<file path="src/rtl/fetch_queue.sv">
// Fetch-group producer: issues block-aligned fetch requests, buffers in-order responses as
// groups of NR_INSTRS entries for decode. Optional same-cycle bypass: FETCH_QUEUE_BYPASS_EN.
module fetch_queue #(
  parameter int unsigned      NR_INSTRS       = 4,
  parameter int unsigned      DEPTH           = 4,
  parameter int unsigned      MAX_OUTSTANDING = 2,
  parameter int unsigned      VLEN            = 64,
  parameter logic [VLEN-1:0]  BOOT_ADDR       = 64'h8000_0000,
  // Entry layout (MSB first): addr, instr, ex_valid, ex_cause[63:0], ex_tval
  localparam int unsigned     ENTRY_W         = 2 * VLEN + 32 + 1 + 64
) (
  input  logic                          clk_i,
  input  logic                          rst_i,
  input  logic                          flush_i,
  input  logic [VLEN-1:0]               flush_pc_i,
  output logic                          req_valid_o,
  input  logic                          req_ready_i,
  output logic [VLEN-1:0]               req_addr_o,
  input  logic                          rsp_valid_i,
  input  logic [NR_INSTRS*32-1:0]       rsp_data_i,
  input  logic                          rsp_err_i,
  output logic                          fetch_valid_o,
  input  logic                          fetch_pop_i,
  output logic [NR_INSTRS*ENTRY_W-1:0]  fetch_o
);

  localparam int unsigned     Blk       = NR_INSTRS * 4;
  localparam int unsigned     GroupW    = NR_INSTRS * ENTRY_W;
  localparam int unsigned     PtrW      = (DEPTH > 1) ? $clog2(DEPTH) : 1;
  localparam int unsigned     CntW      = $clog2(DEPTH + 1);
  localparam int unsigned     OutW      = $clog2(MAX_OUTSTANDING + 1);
  localparam logic [VLEN-1:0] BlkInc    = VLEN'(Blk);
  localparam logic [VLEN-1:0] OffMask   = VLEN'(Blk - 1);
  localparam logic [63:0]     InstrAccessFault = 64'd1;

  typedef struct packed {
    logic [VLEN-1:0] addr;
    logic [31:0]     instr;
    logic            ex_valid;
    logic [63:0]     ex_cause;
    logic [VLEN-1:0] ex_tval;
  } entry_t;

  function automatic logic [VLEN-1:0] align(input logic [VLEN-1:0] a);
    return a & ~OffMask;
  endfunction

  function automatic logic [PtrW-1:0] ptr_inc(input logic [PtrW-1:0] p);
    return (32'(p) == DEPTH - 1) ? '0 : p + PtrW'(1);
  endfunction

  logic [VLEN-1:0]   pc_q, pc_d;
  logic [VLEN-1:0]   rsp_pc_q, rsp_pc_d;
  logic [PtrW-1:0]   rd_ptr_q, rd_ptr_d;
  logic [PtrW-1:0]   wr_ptr_q, wr_ptr_d;
  logic [CntW-1:0]   cnt_q, cnt_d;
  logic [OutW-1:0]   out_q, out_d;
  logic [OutW-1:0]   drop_q, drop_d;
  logic [GroupW-1:0] mem_q [DEPTH];

  logic [GroupW-1:0] rsp_group;
  logic              req_fire;
  logic              rsp_keep;
  logic              bypass;
  logic              push;
  logic              pop;

  // Build the incoming group from the response PC and raw block data.
  for (genvar g = 0; g < int'(NR_INSTRS); g++) begin : g_slot
    entry_t e;
    assign e.addr     = rsp_pc_q + VLEN'(4 * g);
    assign e.instr    = rsp_err_i ? 32'h0 : rsp_data_i[32*g +: 32];
    assign e.ex_valid = rsp_err_i;
    assign e.ex_cause = InstrAccessFault;
    assign e.ex_tval  = e.addr;
    assign rsp_group[g*ENTRY_W +: ENTRY_W] = e;
  end

  // Credit covers both buffered groups and in-flight requests, so a response never overflows.
  assign req_valid_o = !rst_i && !flush_i
                       && (32'(cnt_q) + 32'(out_q) < DEPTH)
                       && (32'(out_q) < MAX_OUTSTANDING);
  assign req_addr_o  = pc_q;
  assign req_fire    = req_valid_o && req_ready_i;
  assign rsp_keep    = rsp_valid_i && (drop_q == '0) && !flush_i;

`ifdef FETCH_QUEUE_BYPASS_EN
  assign bypass  = rsp_keep && (cnt_q == '0);
  assign fetch_o = (cnt_q != '0) ? mem_q[rd_ptr_q] : rsp_group;
`else
  assign bypass  = 1'b0;
  assign fetch_o = mem_q[rd_ptr_q];
`endif

  assign fetch_valid_o = !rst_i && ((cnt_q != '0) || bypass);
  assign pop           = !flush_i && fetch_pop_i && (cnt_q != '0);
  // A bypassed group that decode takes immediately never enters the queue.
  assign push          = rsp_keep && !(bypass && fetch_pop_i);

  always_comb begin
    pc_d     = pc_q;
    rsp_pc_d = rsp_pc_q;
    rd_ptr_d = rd_ptr_q;
    wr_ptr_d = wr_ptr_q;
    cnt_d    = cnt_q;
    out_d    = out_q;
    drop_d   = drop_q;
    if (flush_i) begin
      pc_d     = align(flush_pc_i);
      rsp_pc_d = align(flush_pc_i);
      rd_ptr_d = '0;
      wr_ptr_d = '0;
      cnt_d    = '0;
      // Everything still in flight after this cycle is stale.
      out_d    = out_q - OutW'(rsp_valid_i);
      drop_d   = out_q - OutW'(rsp_valid_i);
    end else begin
      if (req_fire) pc_d = pc_q + BlkInc;
      if (rsp_keep) rsp_pc_d = rsp_pc_q + BlkInc;
      if (rsp_valid_i && (drop_q != '0)) drop_d = drop_q - OutW'(1);
      out_d = out_q + OutW'(req_fire) - OutW'(rsp_valid_i);
      if (push) wr_ptr_d = ptr_inc(wr_ptr_q);
      if (pop)  rd_ptr_d = ptr_inc(rd_ptr_q);
      cnt_d = cnt_q + CntW'(push) - CntW'(pop);
    end
  end

  always_ff @(posedge clk_i) begin
    if (rst_i) begin
      pc_q     <= align(BOOT_ADDR);
      rsp_pc_q <= align(BOOT_ADDR);
      rd_ptr_q <= '0;
      wr_ptr_q <= '0;
      cnt_q    <= '0;
      out_q    <= '0;
      drop_q   <= '0;
    end else begin
      pc_q     <= pc_d;
      rsp_pc_q <= rsp_pc_d;
      rd_ptr_q <= rd_ptr_d;
      wr_ptr_q <= wr_ptr_d;
      cnt_q    <= cnt_d;
      out_q    <= out_d;
      drop_q   <= drop_d;
    end
  end

  always_ff @(posedge clk_i) begin
    if (push && !rst_i) mem_q[wr_ptr_q] <= rsp_group;
  end

endmodule

</file>
<file path="config.mk">
export PLATFORM = sky130hd
export DESIGN_NAME = fetch_queue
export DESIGN_NICKNAME = d
export VERILOG_FILES = /design/src/rtl/fetch_queue.sv
export SDC_FILE = /design/constraint.sdc
export NUM_CORES = 1
export LEC_CHECK = 0
export CORE_AREA = 2 2 454 456
export CTS_BUF_LIST = sky130_fd_sc_hd__clkbuf_4
export DETAILED_ROUTE_END_ITERATION = 8
export DIE_AREA = 0 0 456 458
export SLEW_MARGIN = 20
export SYNTH_ARGS = -nofsm -noshare
export SYNTH_HDL_FRONTEND = slang
export SYNTH_SLANG_ARGS = --single-unit
</file>
<file path="constraint.sdc">
create_clock -name clk_i -period 8.3 [get_ports clk_i]
set_clock_uncertainty 0.15 [all_clocks]
set_input_delay 0.83 -clock clk_i [delete_from_list [all_inputs] [get_ports clk_i]]
set_output_delay 0.83 -clock clk_i [all_outputs]
set_load 0.05 [all_outputs]
</file>
==> results.toml <==
[min_path]
min-delay-start = "flush_pc_i[49]"
min_to = "req_addr_o[49]"
min_path_type = "in2reg"
min_path_cells = 3

[setup_path]
crit_path_end_kind = "output pin"
crit_buf_inv = 2
cp_top_family = "buffers and inverters"
r2r-start = "drop_q[0]"
cp_cell_sequence = "buf_4 -> mux4_2 -> clkdlybuf4s50_1"
cp.arrival_ns = 4.42
cp_max_fo = 55
cp.required_ns = 7.32
reg2regPathDepth = 7
startpoint_type = "flip-flop"
timing.rr.end = "mem_q[0][574]"
critPathSlowestCell = "clkdlybuf4s50_1"
crit_type = "reg2out"
reg2reg_slack_ns = 3.73
cpPeakStageDelay_ns = 0.91

[logic_synthesis]
synth_area_mm2 = 0.04176
yosysTopAreaCell = "edfxtp_1"
ys_ff_latch = 889
ys_types = 71
avgSynthCellArea_um2 = 14.23
synth_top_area_share = 0.5436
ys.warnings.count = 0
synth_edf_count = 756
synth_cells = 2935
ys.flop_type = "edfxtp_1"
synth_area_leaders = "edfxtp_1 54%, buf_4 13%, mux4_2 10%, dfxtp_1 6.4%, nor2b_1 1.9%"
async_reset_ff_frac = 0
synthTopCellsByCount = "756 x edfxtp_1, 717 x buf_4, 189 x mux4_2"
yosysMostFrequentCell = "edfxtp_1"
synth-seq-area-share = 0.6074

[route]
route.met3.wl_mm = 9.085
drt-vias-per-instance = 4.033
routed-via-count = 26280
dr_wl_met2_mm = 66.91
wire_per_inst_um = 21.07
firstDrtPassIters = 5
drt_iter0_markers = 1919
ant_nets = 0
drt-met1-wl_mm = 57.37
drc = 0
wirelength_mm = 137.3
dr.max_layer_used = "met5"

[floorplan]
start_util = 0.2050
die_area_mm2 = 0.2088
die_w_um = 456
rows = 166
io-pin-count = 1165
core_area_mm2 = 0.2038
fp.dieH_um = 458

[timing]
whs_ns = 0.2669
rsz0062_at_grt = "false"
slew_headroom = 0.2570
hold_violations = 0
fin_crit_ns = 5.396
fmax_mhz = 185.3
setup_viol = 0
tightest_slew_ns = 1.114
setup_tns_ns = 0
finalMaxSlewViolations = 0
post-route-period-util = 0.6501

[global_route]
grt.total_usage = 0.1259
antenna_found_initial = 26
globalRouteOverflowTotal = 0
grt_pass1_wl_mm = 189.2
grt_max_degree = 133
grt_pass1_vias = 25290

[place]
placed_area_mm2 = 0.04935
io_buffers = 868
gp_congestion = 0.8092
place_hpwl_mm = 95.60

[cts]
cts_buffers = 236
clk_latency_ns = 1.23
cts_sinks = 889
root_buffer = "clkbuf_4"
cts_tree = "yes"
clkTransAtPathRegs_ns = 0.06
htreeDepth = 4
cts.path.max_buffers = 3

[status]
status = "completed"

[flow_run]
cap_violations = 0

[finish]
finalNetCount = 3844
area_delta_synth_final_pct = 28.65
drive_gt1_frac = 0.1636
post-route-util = 0.2637
fin_area_mm2 = 0.05372

[power_and_ir_drop]
finalPower_uw = 10550
p_leak_uw = 0.01774
ir_worst_vdd_uv = 111.7
p_per_area_mw_per_mm2 = 196.4
sequential cells by signal (all words and copies together) (netlist names), named ones only:
signal	cells
cnt_q	3
drop_q	2
mem_q	756
out_q	2
rd_ptr_q	2
req_addr_o	60
rsp_pc_q	60
wr_ptr_q	2
through the flow:
step                      instances  setup slack (ns)
after floorplan                3225             1.006
after global placement         5961             2.829
after detailed placement       5961             2.787
after CTS                      6507             2.416
after global routing           6513             2.469
final                          6517             2.904
worst max path at each step:
stage / from / end / slack (ns) / cells past startpoint
after floorplan: flush_i / mem_q[1][226] / 1.01 / 6
after global placement: rsp_valid_i / mem_q[0][628] / 2.83 / 6
after detailed placement: rsp_valid_i / mem_q[0][630] / 2.79 / 6
after CTS: flip-flop / fetch_o[684] / 2.42 / 3
after global routing: flip-flop / fetch_o[684] / 2.47 / 3
final: flip-flop / fetch_o[734] / 2.90 / 3
layout make-up:
cell class              instances  area [µm²]
clock inverters                83       541.8
clock buffers                 345        2590
repair buffers               1018       10190
diodes                          9       22.52
well taps                    2688        3363
flip-flops and latches        889       25370
inverters                      33       123.9
fillers                     20850      150000
multi-input cells            1452       11510
logic make-up after synthesis:
logic type,after synthesis,share of synthesized area
buf+inv,884,0.1441
other cells,2,0.0001798
xor+xnor,45,0.009438
simple gates,650,0.08815
mux,206,0.1061
fa+ha+maj,15,0.004674
flops,889,0.6074
compound gates,244,0.04003
placed cells by master, fill, tap and decap left out, types with 29 or more instances in the layout:
cell	netlist	layout
or4_1	31	31
clkinv_1	1	55
edfxtp_1	756	756
mux4_2	189	189
xor2_1	29	29
dfxtp_1	133	131
clkdlybuf4s50_1	0	865
a21oi_1	44	44
inv_1	32	31
nor2_1	76	76
nor3_1	36	36
dlygate4sd3_1	0	118
clkbuf_4	0	345
o21ai_0	32	32
conb_1	2	292
nor2b_1	128	128
nand4_1	57	57
nand3_1	88	88
nand2_1	88	88
timing repair:
item	in CTS	in global routing
hold endpoints to repair	363	0
gates resized for setup	0	0
hold buffers	118	0
setup buffers	0	0
worst min-delay path, cell delays in order:
cell and delay [ns]:
clkdlybuf4s50_1 0.55, nand2_1 0.13, a31oi_1 0.08
metal layers:
metal,global-route usage,vias up
li1,-,11650
met1,0.1590,13230
met2,0.2067,1165
met3,0.03034,220
met4,0.04928,12
met5,0,-
power by group:
group          leakage (µW)  internal (µW)  switching [µW]
logic               0.00786            454            1140
clock network       0.00185           2010            1900
registers           0.00804           4930             117
total                0.0177           7390            3160
No activity file was read; power rests on OpenSTA's default activity.
==> RTL edit (same settings) <==
Reset style: asynchronous (`rst_i`), changed in one clocked block.
--- a/src/rtl/fetch_queue.sv
+++ b/src/rtl/fetch_queue.sv
@@ -125,7 +125,7 @@
     end
   end
 
-  always_ff @(posedge clk_i) begin
+  always_ff @(posedge clk_i or posedge rst_i) begin
     if (rst_i) begin
       pc_q     <= align(BOOT_ADDR);
       rsp_pc_q <= align(BOOT_ADDR);
Function: not settled (the Yosys comparison gave no result); the edit may change what the design does.
==> RTL edit against the unedited design <==
  * Maximum frequency is 2.0% lower
  * Die area stayed put
  * Critical path depth stayed put
  * Final area is 32% higher
  * Setup slack worse by 0.11 ns
  * Sequential cell count is 434 higher
  * Wire length is 16% higher
  * Synthesized area is 36% higher
  * Largest cell class unchanged
  * Total power is 100% higher
==> RTL edit: results (changes against the unedited design) <==
Synth
  – Ys async rst share: 9.902% (was 0%)
  – Sequential share of the synthesized area: 69.00% (was 60.74%)
  – Synth top cells by count: edfxtp_1, buf_4, mux4_2 (unchanged)
  – Area contributors post-synth: edfxtp_1, mux4_2, buf_4 (was edfxtp_1, buf_4, mux4_2)
  – EDFF count, synth: 1,192 (was 756)
  – Synth unique cells: 63 (was 71)

Global route
  – Largest net degree at the start of global routing: 120 (was 133)
  – Gr usage total: 14.77% (was 12.59%)
  – First-pass GRT wire length: 225,100 um (was 189,200 um)

Status
  – Status: complete, no violations (unchanged)

Clock tree
  – Later-pin clock latency in the skew report: 1.33 ns (was 1.23 ns)
  – H-tree depth: 5 (was 4)
  – Max Root-Sink Buffers: 4 (was 3)
  – Total CTS buffers: 366 (was 236)
  – Clk slew on worst S/H paths: 0.06 ns (about the same)

Place
  – Detailed Place HPWL: 105,600 um (was 95,600 um)
  – Routability cong.: 0.7915 (was 0.8092)

Worst setup path
  – Worst R2R Setup Slack: 4.27 ns (was 3.73 ns)
  – RR Endpoint: rsp_pc_q[57] (was mem_q[0][574])
  – Worst r2r src: rsp_pc_q[33] (was drop_q[0])
  – Max FO, Critical Path: 42 (was 55)
  – Slowest stage cell on the critical path: dfrtp_4 (was clkdlybuf4s50_1)

Routing
  – Final wirelength: 159,800 um (was 137,300 um)
  – Vias: 31,948 (was 26,282)
  – Drt initial violations: 2,343 (was 1,919)

Layout
  – Share of layout cells above drive strength 1: 20.48% (was 16.36%)
  – Nets: 4,461 (was 3,844)
  – Max reg flops: 1,192 (was 756)

Pwr
  – Worst VDD drop: 0.2127 mV (was 0.1117 mV)
  – Sw Pwr: 8.333 mW (was 3.157 mW)
  – Leakage: 23.45 nW (was 17.74 nW)

Worst hold path
  – Worst hold endpoint: req_addr_o[11] (was req_addr_o[49])

Timing
  – Slew headroom: 25.24% (was 25.70%)
==> RTL edit: repair_timing <==
item	4_1_cts	5_1_grt
hold buffers	177	0
resized for setup	0	0
setup endpoints to repair	0	0
hold endpoints to repair	660	0
==> RTL edit: cell type report <==
type                            count  area (um2)
Multi-Input combinational cell   1444       13100
Sequential cell                  1323       39080
Timing Repair Buffer             1086       10900
Antenna cell                       17       42.54
Tap cell                         2688        3363
Clock inverter                     84       366.6
Clock buffer                      519        3896
Inverter                           27       106.4
Fill cell                       19420      132900
==> RTL edit: metrics by stage <==
step           power (mW)  cell area (um2)  hold slack (ns)  worst slack, ns  cells
6_report            21.31            70860           0.2239            2.792   7188
5_1_grt             22.19            70840          0.04906            2.301   7180
4_1_cts             21.68            70820        0.0008331            2.369   7171
3_5_place_dp        15.96            64780           0.3961            3.770   6391
3_3_place_gp        15.94            64780           0.3941            3.814   6391
2_1_floorplan       13.98            57730           0.3242            2.474   3643
==> RTL edit: logic make-up (layout without fill, tap and decap cells) <==
logic type	Yosys count	count (layout)	synth area share, %
DFF	1323	1323	69.00
buffers and inverters	876	1716	9.864
and+or+nand+nor	578	578	5.653
muxes	310	310	12.08
AOI/OAI and AO/OA	199	199	2.284
xor gates and xnor gates	51	51	0.7887
adders and majority gates	14	14	0.3226
other	2	309	0.01326
==> RTL edit: metal layers <==
metal / GRT usage, % / part of all wire (%)
met3: 3.864 / 6.5
met2: 25.33 / 51
met1: 18.00 / 40
met5: 0 / 0.021
met4: 4.954 / 2.6
==> RTL edit: critical path, delay by kind of cell, from the launching register on <==
kind | cells | cell delay (ns)
buf+inv | 2 | 1.59
mux | 1 | 0.77
flops | 1 | 0.92
==> RTL edit: power by group through the flow <==
| stage | Clock (mW) | Sequential (mW) | Combinational [mW] |
|---|---|---|---|
| 4_1_cts | 5.77 | 7.82 | 8.10 |
| 3_3_place_gp | 0 | 7.94 | 7.99 |
| 6_report | 5.52 | 7.81 | 7.98 |
| 3_5_place_dp | 0 | 7.96 | 8.01 |
| 5_1_grt | 6.08 | 7.85 | 8.26 |
| 2_1_floorplan | 0 | 7.90 | 6.08 |
==> RTL edit: how the worst max path moves through the flow <==
stage / start / endpoint / slack, ns
global placement: rsp_valid_i / rsp_pc_q[57] / 3.81
global route: rd_ptr_q[0] / fetch_o[466] / 2.30
finish: rd_ptr_q[0] / fetch_o[627] / 2.79
floorplan: flush_i / mem_q[0][103] / 2.47
CTS: rd_ptr_q[0] / fetch_o[627] / 2.37
detailed placement: rsp_valid_i / rsp_pc_q[57] / 3.77
